File: config.mk
export PLATFORM = sky130hd
export DESIGN_NAME = encoder_speed_meter
export DESIGN_NICKNAME = d
export VERILOG_FILES = /design/src/rtl/robot_pkg.sv /design/src/rtl/speed_avg_ring.sv /design/src/rtl/encoder_speed_meter.sv
export SDC_FILE = /design/constraint.sdc
export NUM_CORES = 1
export LEC_CHECK = 0
export ABC_AREA = 0
export ABC_CLOCK_PERIOD_IN_PS = 10300
export CORE_MARGIN = 4
export CORE_UTILIZATION = 50
export DETAILED_ROUTE_END_ITERATION = 6
export PLACE_DENSITY = 0.68
export SLEW_MARGIN = 10
export SYNTH_ARGS = -nofsm -noshare
export SYNTH_HDL_FRONTEND = slang
export SYNTH_SLANG_ARGS = --single-unit
File: constraint.sdc
create_clock -name clk_50M -period 10.3 [get_ports clk_50M]
set_clock_uncertainty 0.15 [all_clocks]
set_input_delay 2.06 -clock clk_50M [delete_from_list [all_inputs] [get_ports clk_50M]]
set_output_delay 2.06 -clock clk_50M [all_outputs]
set_load 0.03 [all_outputs]
File: src/rtl/robot_pkg.sv
// Shared definitions for the wheel-speed path: FSM states, default sizing
// and a signed saturation helper.
package robot_pkg;

  typedef enum logic [1:0] {IDLE, PRIME, FILL, RUN} spd_state_t;

  localparam int ENC_CNT_W      = 20;
  localparam int SPD_WIN_CYCLES = 500000;
  localparam int SPEED_W        = 16;

  // Clamp a signed value into the range of a width-bit signed number (width 2..31).
  function automatic logic signed [31:0] sat_signed(input logic signed [31:0] val,
                                                    input int width);
    logic signed [31:0] hi;
    logic signed [31:0] lo;
    hi = (32'sd1 <<< (width - 1)) - 32'sd1;
    lo = -(32'sd1 <<< (width - 1));
    if (val > hi) return hi;
    else if (val < lo) return lo;
    else return val;
  endfunction

endpackage

File: src/rtl/speed_avg_ring.sv
// Moving average over the last 2^DEPTH_LOG2 samples. avg/full show the state
// that results from the push happening this cycle, so the caller can register them.
module speed_avg_ring #(
  parameter int DATA_W     = 16,
  parameter int DEPTH_LOG2 = 2
) (
  input  logic                     clk_50M,
  input  logic                     reset,
  input  logic                     clear,
  input  logic                     push,
  input  logic signed [DATA_W-1:0] din,
  output logic signed [DATA_W-1:0] avg,
  output logic                     full
);
  localparam int DEPTH  = 1 << DEPTH_LOG2;
  localparam int SUM_W  = DATA_W + DEPTH_LOG2;
  localparam int PTR_W  = (DEPTH_LOG2 > 0) ? DEPTH_LOG2 : 1;
  localparam int FILL_W = DEPTH_LOG2 + 1;

  logic signed [DATA_W-1:0] buf_q [DEPTH];
  logic signed [DATA_W-1:0] buf_d [DEPTH];
  logic [PTR_W-1:0]         wr_ptr_q, wr_ptr_d;
  logic [FILL_W-1:0]        fill_q, fill_d;
  logic signed [SUM_W-1:0]  sum_q, sum_d;

  // NOTE: every variable gets its hold value first so no path leaves it unassigned (no latch).
  always_comb begin
    buf_d    = buf_q;
    wr_ptr_d = wr_ptr_q;
    fill_d   = fill_q;
    sum_d    = sum_q;
    if (clear) begin
      for (int i = 0; i < DEPTH; i++) buf_d[i] = '0;
      wr_ptr_d = '0;
      fill_d   = '0;
      sum_d    = '0;
    end else if (push) begin
      buf_d[wr_ptr_q] = din;
      wr_ptr_d = (wr_ptr_q == PTR_W'(DEPTH - 1)) ? '0 : wr_ptr_q + 1'b1;
      if (fill_q != FILL_W'(DEPTH)) fill_d = fill_q + 1'b1;
      sum_d = sum_q + SUM_W'(din) - SUM_W'(buf_q[wr_ptr_q]);
    end
  end

  assign avg  = DATA_W'(sum_d >>> DEPTH_LOG2);
  assign full = (fill_d == FILL_W'(DEPTH));

  // NOTE: the buffer is cleared on reset because the running sum always subtracts
  // the slot being overwritten, even while the buffer is still filling.
  // NOTE: sequential state uses non-blocking assignments only.
  always_ff @(posedge clk_50M) begin
    if (reset) begin
      for (int i = 0; i < DEPTH; i++) buf_q[i] <= '0;
      wr_ptr_q <= '0;
      fill_q   <= '0;
      sum_q    <= '0;
    end else begin
      buf_q    <= buf_d;
      wr_ptr_q <= wr_ptr_d;
      fill_q   <= fill_d;
      sum_q    <= sum_d;
    end
  end

endmodule

File: src/rtl/encoder_speed_meter.sv
// Encoder wheel-speed meter: windowed signed delta with wrap, moving average,
// stall and sticky saturation flags. Define SPEED_DIR_INVERT_EN to negate deltas.
module encoder_speed_meter #(
  parameter int CNT_W      = robot_pkg::ENC_CNT_W,
  parameter int WIN_CYCLES = robot_pkg::SPD_WIN_CYCLES,
  parameter int SPEED_W    = robot_pkg::SPEED_W,
  parameter int AVG_LOG2   = 2
) (
  input  logic                      clk_50M,
  input  logic                      reset,
  input  logic [CNT_W-1:0]          counter,
  input  logic                      enable,
  output logic signed [SPEED_W-1:0] speed,
  output logic                      speed_valid,
  output logic                      stalled,
  output logic                      sat
);
  import robot_pkg::*;

  localparam int TMR_W = $clog2(WIN_CYCLES);
  localparam int DEPTH = 1 << AVG_LOG2;
  localparam int ZC_W  = AVG_LOG2 + 1;

  spd_state_t                state_q, state_d;
  logic [TMR_W-1:0]          timer_q, timer_d;
  logic [CNT_W-1:0]          prev_q, prev_d;
  logic [ZC_W-1:0]           zero_cnt_q, zero_cnt_d;
  logic signed [SPEED_W-1:0] speed_q, speed_d;
  logic                      speed_valid_q, speed_valid_d;
  logic                      stalled_q, stalled_d;
  logic                      sat_q, sat_d;

  logic                      tick, measuring, push;
  logic [CNT_W-1:0]          diff;
  logic signed [31:0]        delta_ext, delta_clip;
  logic signed [SPEED_W-1:0] delta_buf, ring_avg;
  logic                      delta_sat, ring_full;

  // Modular difference reinterpreted as signed absorbs counter wrap in either direction.
  always_comb begin
    diff       = counter - prev_q;
    delta_ext  = 32'(signed'(diff));
    delta_clip = sat_signed(delta_ext, SPEED_W);
    delta_sat  = (delta_clip != delta_ext);
`ifdef SPEED_DIR_INVERT_EN
    delta_buf  = SPEED_W'(sat_signed(-delta_clip, SPEED_W));
    delta_sat  = delta_sat | (sat_signed(-delta_clip, SPEED_W) != -delta_clip);
`else
    delta_buf  = SPEED_W'(delta_clip);
`endif
  end

  assign tick      = (state_q != IDLE) && (timer_q == TMR_W'(WIN_CYCLES - 1));
  assign measuring = (state_q == FILL) || (state_q == RUN);
  assign push      = enable && tick && measuring;

  speed_avg_ring #(
    .DATA_W     (SPEED_W),
    .DEPTH_LOG2 (AVG_LOG2)
  ) u_ring (
    .clk_50M (clk_50M),
    .reset   (reset),
    .clear   (!enable),
    .push    (push),
    .din     (delta_buf),
    .avg     (ring_avg),
    .full    (ring_full)
  );

  always_comb begin
    state_d       = state_q;
    timer_d       = timer_q;
    prev_d        = prev_q;
    zero_cnt_d    = zero_cnt_q;
    speed_d       = speed_q;
    speed_valid_d = 1'b0;
    stalled_d     = stalled_q;
    sat_d         = sat_q;
    if (!enable) begin
      state_d    = IDLE;
      timer_d    = '0;
      zero_cnt_d = '0;
      speed_d    = '0;
      stalled_d  = 1'b0;
    end else if (state_q == IDLE) begin
      state_d = PRIME;
      timer_d = '0;
    end else begin
      timer_d = tick ? '0 : timer_q + 1'b1;
      if (tick) begin
        prev_d = counter;
        if (state_q == PRIME) begin
          state_d = FILL;
        end else begin
          sat_d = sat_q | delta_sat;
          if (diff != '0) zero_cnt_d = '0;
          else if (zero_cnt_q != ZC_W'(DEPTH)) zero_cnt_d = zero_cnt_q + 1'b1;
          stalled_d = (zero_cnt_d == ZC_W'(DEPTH));
          if (ring_full) begin
            state_d       = RUN;
            speed_d       = ring_avg;
            speed_valid_d = 1'b1;
          end
        end
      end
    end
  end

  always_ff @(posedge clk_50M) begin
    if (reset) begin
      state_q       <= IDLE;
      timer_q       <= '0;
      prev_q        <= '0;
      zero_cnt_q    <= '0;
      speed_q       <= '0;
      speed_valid_q <= 1'b0;
      stalled_q     <= 1'b0;
      sat_q         <= 1'b0;
    end else begin
      state_q       <= state_d;
      timer_q       <= timer_d;
      prev_q        <= prev_d;
      zero_cnt_q    <= zero_cnt_d;
      speed_q       <= speed_d;
      speed_valid_q <= speed_valid_d;
      stalled_q     <= stalled_d;
      sat_q         <= sat_d;
    end
  end

  assign speed       = speed_q;
  assign speed_valid = speed_valid_q;
  assign stalled     = stalled_q;
  assign sat         = sat_q;

endmodule

==> insert_results.sql <==
INSERT INTO impl_metrics (metric_group, metric, value, unit) VALUES
('die', 'die_width', '140', 'um'),
('clock_tree', 'cts-buffers-inserted', '17', ''),
('clock_tree', 'clock_tree.root_cell', 'sky130_fd_sc_hd__clkbuf_16', ''),
('place', 'dpl_worst_slack', '1.27', 'ns'),
('cells_and_area', 'utilization', '0.585', ''),
('detailed_routing', 'routed_wirelength', '19400', 'um'),
('power', 'power.leakage', '3.42', 'nW'),
('power', 'p_seq_frac', '0.390', ''),
('timing', 'tightestPinTransition', '1.14', 'ns'),
('timing', 'unrepaired_setup_endpoints_after_global_routing', 'no', ''),
('die', 'dieHeight', '140', 'um'),
('detailed_routing', 'vias_per_cell', '5.55', ''),
('place', 'io_buffers', '41', ''),
('worst_setup_path', 'data_arrival_critical_path', '8.81', 'ns'),
('die', 'ioPinCount', '42', ''),
('timing', 'holdWs', '0.317', 'ns'),
('worst_setup_path', 'critical-path-max-stage-delay', '0.51', 'ns'),
('power', 'swShare', '0.311', ''),
('worst_setup_path', 'cp_top_family', 'compound AO/OA/AOI/OAI gates', ''),
('power', 'p_switching', '0.463', 'mW'),
('timing', 'maxClockFrequency', '115', 'MHz'),
('die', 'fp.dieArea', '19600', 'um^2'),
('synth', 'adder_cell_share_of_the_synthesized_area', '0.110', ''),
('place', 'placed_cells_incl_taps', '1205', ''),
('detailed_routing', 'detailedRoute.firstPassIterationCount', '5', ''),
('synth', 'synth.lib_cells_used.distinct', '74', ''),
('timing', 'hold_violations', '0', ''),
('worst_setup_path', 'type_of_the_worst_setup_path', 'primary input to flop', ''),
('power', 'power_per_cell_area', '151', 'nW/um^2'),
('cells_and_area', 'antennaDiodeCount', '0', ''),
('power', 'power.combinational.fraction', '0.208', ''),
('clock_tree', 'cts_tree', 'yes', ''),
('clock_tree', 'htreeDepth', '4', ''),
('worst_setup_path', 'path_max_fanout', '13', ''),
('die', 'core', '16800', 'um^2'),
('synth', 'number_of_instances_in_the_synthesized_netlist', '987', ''),
('synth', 'synth_area', '8710', 'um^2'),
('worst_setup_path', 'worstSetupEndpointType', 'flop', ''),
('timing', 'postLayoutSetupSlackWorst', '1.64', 'ns'),
('cells_and_area', 'mostFrequentLayoutCells', 'sky130_fd_sc_hd__dfxtp_1, sky130_fd_sc_hd__nor2_1, sky130_fd_sc_hd__inv_1, sky130_fd_sc_hd__a211oi_1, sky130_fd_sc_hd__nand2_1', ''),
('clock_tree', 'numClockSinks', '150', ''),
('worst_setup_path', 'worst-endpoint-required', '10.45', 'ns'),
('synth', 'ys_dominant_reg_cell', 'sky130_fd_sc_hd__dfxtp_1', ''),
('synth', 'ys_async_sr_fraction', '0', ''),
('job', 'drv_cap', '0', ''),
('grt', 'grt_remaining_overflow', '0', ''),
('synth', 'yosysWarningCount', '0', ''),
('power', 'internal-power', '1.03', 'mW'),
('synth', 'ys_ff_latch', '150', ''),
('detailed_routing', 'post_drt_wl_per_cell', '15.7', 'um'),
('grt', 'maximum_number_of_pins_on_one_net_before_global_route_repair', '84', ''),
('min_path', 'holdCritPathClass', 'flop to flop', ''),
('outcome', 'outcome', 'finished, final reports clean', ''),
('clock_tree', 'number_of_hold_buffers_added_after_cts', '0', ''),
('power', 'totalPowerFinal', '1.49', 'mW'),
('power', 'ir_drop', '0.109', 'mV'),
('cells_and_area', 'final_cells', '1237', ''),
('grt', 'antenna_found_initial', '0', ''),
('cells_and_area', 'final_area', '9840', 'um^2'),
('cells_and_area', 'mostFrequentLayoutCell', 'sky130_fd_sc_hd__dfxtp_1', ''),
('synth', 'yosys-mux-area-fraction', '0.0749', ''),
('clock_tree', 'cts_repair_resize_count', '0', ''),
('timing', 'final.setup.tns', '0', 'ns'),
('synth', 'sequential_element_share_of_the_synthesized_area', '0.345', ''),
('synth', 'post_synth_and_or_nand_nor_area_fraction', '0.174', ''),
('die', 'row_count', '47', ''),
('grt', 'groute.usage.overall', '0.203', ''),
('cells_and_area', 'drive_gt1_frac', '0.0905', ''),
('detailed_routing', 'overall_via_count_from_detail_route', '6860', ''),
('clock_tree', 'path_clk_slew', '0.07', 'ns'),
('timing', 'slew_limit_fails', '0', '');
area by class of cell:
| cell class | instances | area, um^2 |
|---|---|---|
| Fill cell | 1514 | 6970 |
| Multi-Input combinational cell | 703 | 5200 |
| Sequential cell | 150 | 3000 |
| Timing Repair Buffer | 53 | 500 |
| Clock buffer | 17 | 425 |
| Inverter | 79 | 297 |
| Tap cell | 220 | 275 |
| Clock inverter | 15 | 140 |
registers in the layout, indices dropped and copies added, names as in the netlist, 3 cells and up:
name           flops
timer_q           19
u_ring.sum_q      18
prev_q            20
zero_cnt_q         3
u_ring.buf_q      64
speed             16
u_ring.fill_q      3
path summary, 6_finish.rpt:
| path | cells past startpoint | startpoint | endpoint | slack, ns |
|---|---|---|---|---|
| hold reg to reg | 2 | u_ring.sum_q[0]$_SDFFE_PP0P_ | u_ring.sum_q[0]$_SDFFE_PP0P_ | 0.32 |
| setup / recovery | 27 | counter[0] | u_ring.sum_q[16]$_SDFF_PP0_ | 1.64 |
| hold / removal | 2 | u_ring.sum_q[0]$_SDFFE_PP0P_ | u_ring.sum_q[0]$_SDFFE_PP0P_ | 0.32 |
| setup reg to reg | 25 | prev_q[0]$_SDFFE_PP0P_ | u_ring.sum_q[16]$_SDFF_PP0_ | 3.45 |
cells in the mapped netlist (3+ instances only):
cell type / count / area [um^2]
sky130_fd_sc_hd__clkbuf_1: 42 / 158
sky130_fd_sc_hd__o2111ai_1: 4 / 35.0
sky130_fd_sc_hd__nand3_1: 36 / 180
sky130_fd_sc_hd__o31a_1: 3 / 26.3
sky130_fd_sc_hd__o21ai_0: 23 / 115
sky130_fd_sc_hd__o21a_1: 20 / 150
sky130_fd_sc_hd__nor2b_1: 16 / 100
sky130_fd_sc_hd__or3_1: 7 / 43.8
sky130_fd_sc_hd__ha_1: 48 / 601
sky130_fd_sc_hd__dfxtp_1: 150 / 3000
sky130_fd_sc_hd__nor2_1: 148 / 556
sky130_fd_sc_hd__buf_1: 6 / 22.5
sky130_fd_sc_hd__mux2i_1: 28 / 280
sky130_fd_sc_hd__and3_1: 9 / 56.3
sky130_fd_sc_hd__a211oi_2: 10 / 125
sky130_fd_sc_hd__o31ai_1: 8 / 60.1
sky130_fd_sc_hd__a21boi_4: 3 / 56.3
sky130_fd_sc_hd__o211ai_1: 6 / 45.0
sky130_fd_sc_hd__or2_2: 3 / 18.8
sky130_fd_sc_hd__inv_1: 79 / 297
sky130_fd_sc_hd__mux4_2: 16 / 360
sky130_fd_sc_hd__a21o_1: 11 / 82.6
sky130_fd_sc_hd__nand2_1: 53 / 199
sky130_fd_sc_hd__fa_1: 18 / 360
sky130_fd_sc_hd__a211oi_1: 60 / 450
sky130_fd_sc_hd__xor2_1: 18 / 158
sky130_fd_sc_hd__xnor2_1: 25 / 219
sky130_fd_sc_hd__nor3_1: 15 / 75.1
sky130_fd_sc_hd__nand2b_1: 15 / 93.8
sky130_fd_sc_hd__and2_1: 3 / 18.8
sky130_fd_sc_hd__a31oi_1: 4 / 25.0
sky130_fd_sc_hd__buf_2: 5 / 25.0
sky130_fd_sc_hd__a21oi_1: 46 / 230
metal layers:
layer / global-route usage / wire [um]
met2: 0.323 / 8990
met1: 0.288 / 9650
met3: 0.0385 / 583
met4: 0.0484 / 197
met5: 0 / 0
cells by family (layout without fill, tap and decap cells):
kind of cell / count (synthesis) / after routing
AOI/OAI and AO/OA: 224 / 224
xor gates and xnor gates: 44 / 44
adders and majority gates: 66 / 66
buffers and inverters: 134 / 164
DFF: 150 / 150
muxes: 45 / 45
and+or+nand+nor: 324 / 324
power by group through the flow:
stage	Combinational [mW]	Clock, mW	Sequential (mW)
after global routing	0.347	0.635	0.580
after global placement	0.303	0	0.594
after floorplan	0.238	0	0.594
after detailed placement	0.305	0	0.594
after CTS	0.309	0.609	0.580
final	0.310	0.598	0.580
worst register-to-register path, cell delays in order, from the launching register on:
cell and delay [ns]:
sky130_fd_sc_hd__dfxtp_1 0.33, sky130_fd_sc_hd__ha_1 0.16, sky130_fd_sc_hd__inv_1 0.05, sky130_fd_sc_hd__fa_1 0.44
sky130_fd_sc_hd__a211oi_2 0.27, sky130_fd_sc_hd__o21ai_1 0.17, sky130_fd_sc_hd__a41o_4 0.33, sky130_fd_sc_hd__a221oi_4 0.29
sky130_fd_sc_hd__mux2i_1 0.29, sky130_fd_sc_hd__nand2b_1 0.10, sky130_fd_sc_hd__or2_2 0.28, sky130_fd_sc_hd__ha_1 0.51
sky130_fd_sc_hd__inv_1 0.26, sky130_fd_sc_hd__a21boi_4 0.29, sky130_fd_sc_hd__inv_1 0.09, sky130_fd_sc_hd__fa_1 0.39
sky130_fd_sc_hd__ha_1 0.33, sky130_fd_sc_hd__nor2b_1 0.17, sky130_fd_sc_hd__o31a_1 0.27, sky130_fd_sc_hd__o21bai_1 0.21
sky130_fd_sc_hd__a21oi_1 0.16, sky130_fd_sc_hd__o311ai_0 0.49, sky130_fd_sc_hd__a21oi_1 0.15, sky130_fd_sc_hd__or3_1 0.39
sky130_fd_sc_hd__nand3_1 0.10, sky130_fd_sc_hd__a21oi_1 0.06
(Power assumes the default switching activity.)
==> variant, RTL diff (same settings) <==
Build with the macro `SPEED_DIR_INVERT_EN` defined.
--- a/src/rtl/encoder_speed_meter.sv
+++ b/src/rtl/encoder_speed_meter.sv
@@ -2,2 +2,4 @@
 // stall and sticky saturation flags. Define SPEED_DIR_INVERT_EN to negate deltas.
+`define SPEED_DIR_INVERT_EN
+
 module encoder_speed_meter #(
Function: no difference found for any inputs over 10 cycles, from zero or initial values and one cycle with reset high; that may be too few to reach the edited logic, so the function may still have changed.
==> variant against the original RTL <==
Design area is 18% higher; via count is 25% higher; sequential cell count stayed put; power is 23% higher; final cell count is 23% higher; wire length is 25% higher; count of clock-buffer cells in the layout is 2 higher; combinational power is 92% higher; global-route usage is 2.0 points higher; setup slack worse by 1100 ps; area after synthesis is 12% higher; highest routed layer unchanged.
==> variant: results (changes against the original RTL) <==
[grt]
antenna_found_initial = 0  ; unchanged
grt_pass1_vias = 7958  ; was 6490
track_usage_pct = 22.3  ; was 20.3%
grt_max_degree = 87  ; was 84
grt_pass1_wl_um = 40000  ; was 32800 um

[setup_path]
reg2reg_depth = 42  ; was 25
cp_slowest_cell = clkdlybuf4s50_1  ; was ha_1
arrival_ps = 9870  ; was 8810 ps
reg2reg_to = u_ring.sum_q[17]  ; was u_ring.sum_q[16]
reg2reg_slack_ps = 2270  ; was 3450 ps
crit_start = counter[12]  ; was counter[0]
endpoint_kind = register  ; unchanged
cpPeakStageDelay_ps = 490  ; was 510 ps
rr_startpoint = prev_q[1]  ; was prev_q[0]
worstPathMaxFanout = 5  ; was 13

[sta]
slew-limit-headroom_pct = 28.3  ; was 23.9%
period_share_pct = 94.7  ; was 84.1%
whs_ps = 300  ; was 317 ps

[power_and_ir_drop]
power_mw = 1.82  ; was 1.49 mW
p_leak_nw = 4.14  ; was 3.42 nW
pg_comb_mw = 0.595  ; was 0.310 mW
p_switching_mw = 0.583  ; was 0.463 mW
ir_drop_mv = 0.156  ; was 0.109 mV
pg_seq_mw = 0.581  ; was 0.580 mW

[placed_design]
io_buffer_count = 41  ; unchanged
gp_congestion = 0.918  ; was 0.892
hpwl_um = 17500  ; was 13800 um
dp.cells = 1484  ; was 1205
postPlaceCellArea_um2 = 10900  ; was 9280 um^2
dp_slack_ps = -85.0  ; was 1270 ps

[clock_tree]
clk_path_buf_depth = 2  ; unchanged
clk_pin_slew_ps = 60
clock_latency_ps = 430  ; about the same

[cells_and_area]
fill_cells = 1675  ; was 1514
final_cells = 1518  ; was 1237
diodes = 0  ; unchanged
drive_above_1_share_pct = 17.0  ; was 9.05%

[logic_synthesis]
synth-compound-area-share_pct = 22.3  ; was 19.1%
synth_fa_ha_area_share_pct = 10.2  ; was 11.0%
syn_nets = 1260  ; was 1076
netlist-cell-type-count = 88  ; was 74
synth_xor_area_share_pct = 4.56  ; was 4.51%
async_flop_share_pct = 0  ; unchanged
synth_seq_area_share_pct = 30.7  ; was 34.5%
syn_avg_cell_area_um2 = 8.38  ; was 8.82 um^2
synthMuxAreaShare_pct = 4.72  ; was 7.49%
synthTopCellsByCount = 150 x dfxtp_1, 148 x nor2_1, 109 x nand2_1  ; was 150 x dfxtp_1, 148 x nor2_1, 79 x inv_1
netlist_top_cells_area = dfxtp_1 31%, ha_1 6.5%, nor2_1 5.7%  ; was dfxtp_1 34%, ha_1 6.9%, nor2_1 6.4%

[detailed_routing]
drt_first_pass_iters = 5  ; unchanged
drt_iter0_drc = 493  ; was 435
vias = 8591  ; was 6860
routedWlPerCell_um = 16.0  ; was 15.7 um

[min_path]
hold_class = reg -> reg  ; unchanged
holdPathEnd = speed[1]  ; was u_ring.sum_q[0]
holdPathStages = 2  ; unchanged
hp-start = speed[1]  ; was u_ring.sum_q[0]

[run_status]
status = finished, final reports clean  ; unchanged

[variant: cell types whose count changed after synthesis, moves of 10 or more]
cell / delta
a211oi_2: +15
and2_1: +10
a211oi_1: -10
nand2_1: +56
a21oi_1: +42
mux2i_1: -19
nand3_1: -13
o21a_1: -15
clkbuf_1: +10
[variant: cell type report]
cell class              instances  area (um^2)  area share [%]
flip-flops and latches        150         3000            25.9
well taps                     260          325            2.80
inverters                      79          297            2.55
multi-input cells             873         6350            54.6
clock buffers                  19          443            3.81
repair buffers                124         1030            8.90
clock inverters                13          168            1.44
[variant: per-layer routing]
layer  wire length [um]  share of wire, %  up-vias  global-route usage [%]
met1              11800                49     4111                    31.7
met4                386               1.6        0                    5.50
met3               1060               4.4       23                    4.45
li1                   -                 -     4289                       -
met5                  0                 0        -                       0
met2              11100                45      168                    35.1
[variant: what timing repair did]
item,CTS,global route
setup buffers,0,2
endpoints found under the setup margin,0,20
gates resized for setup,0,23
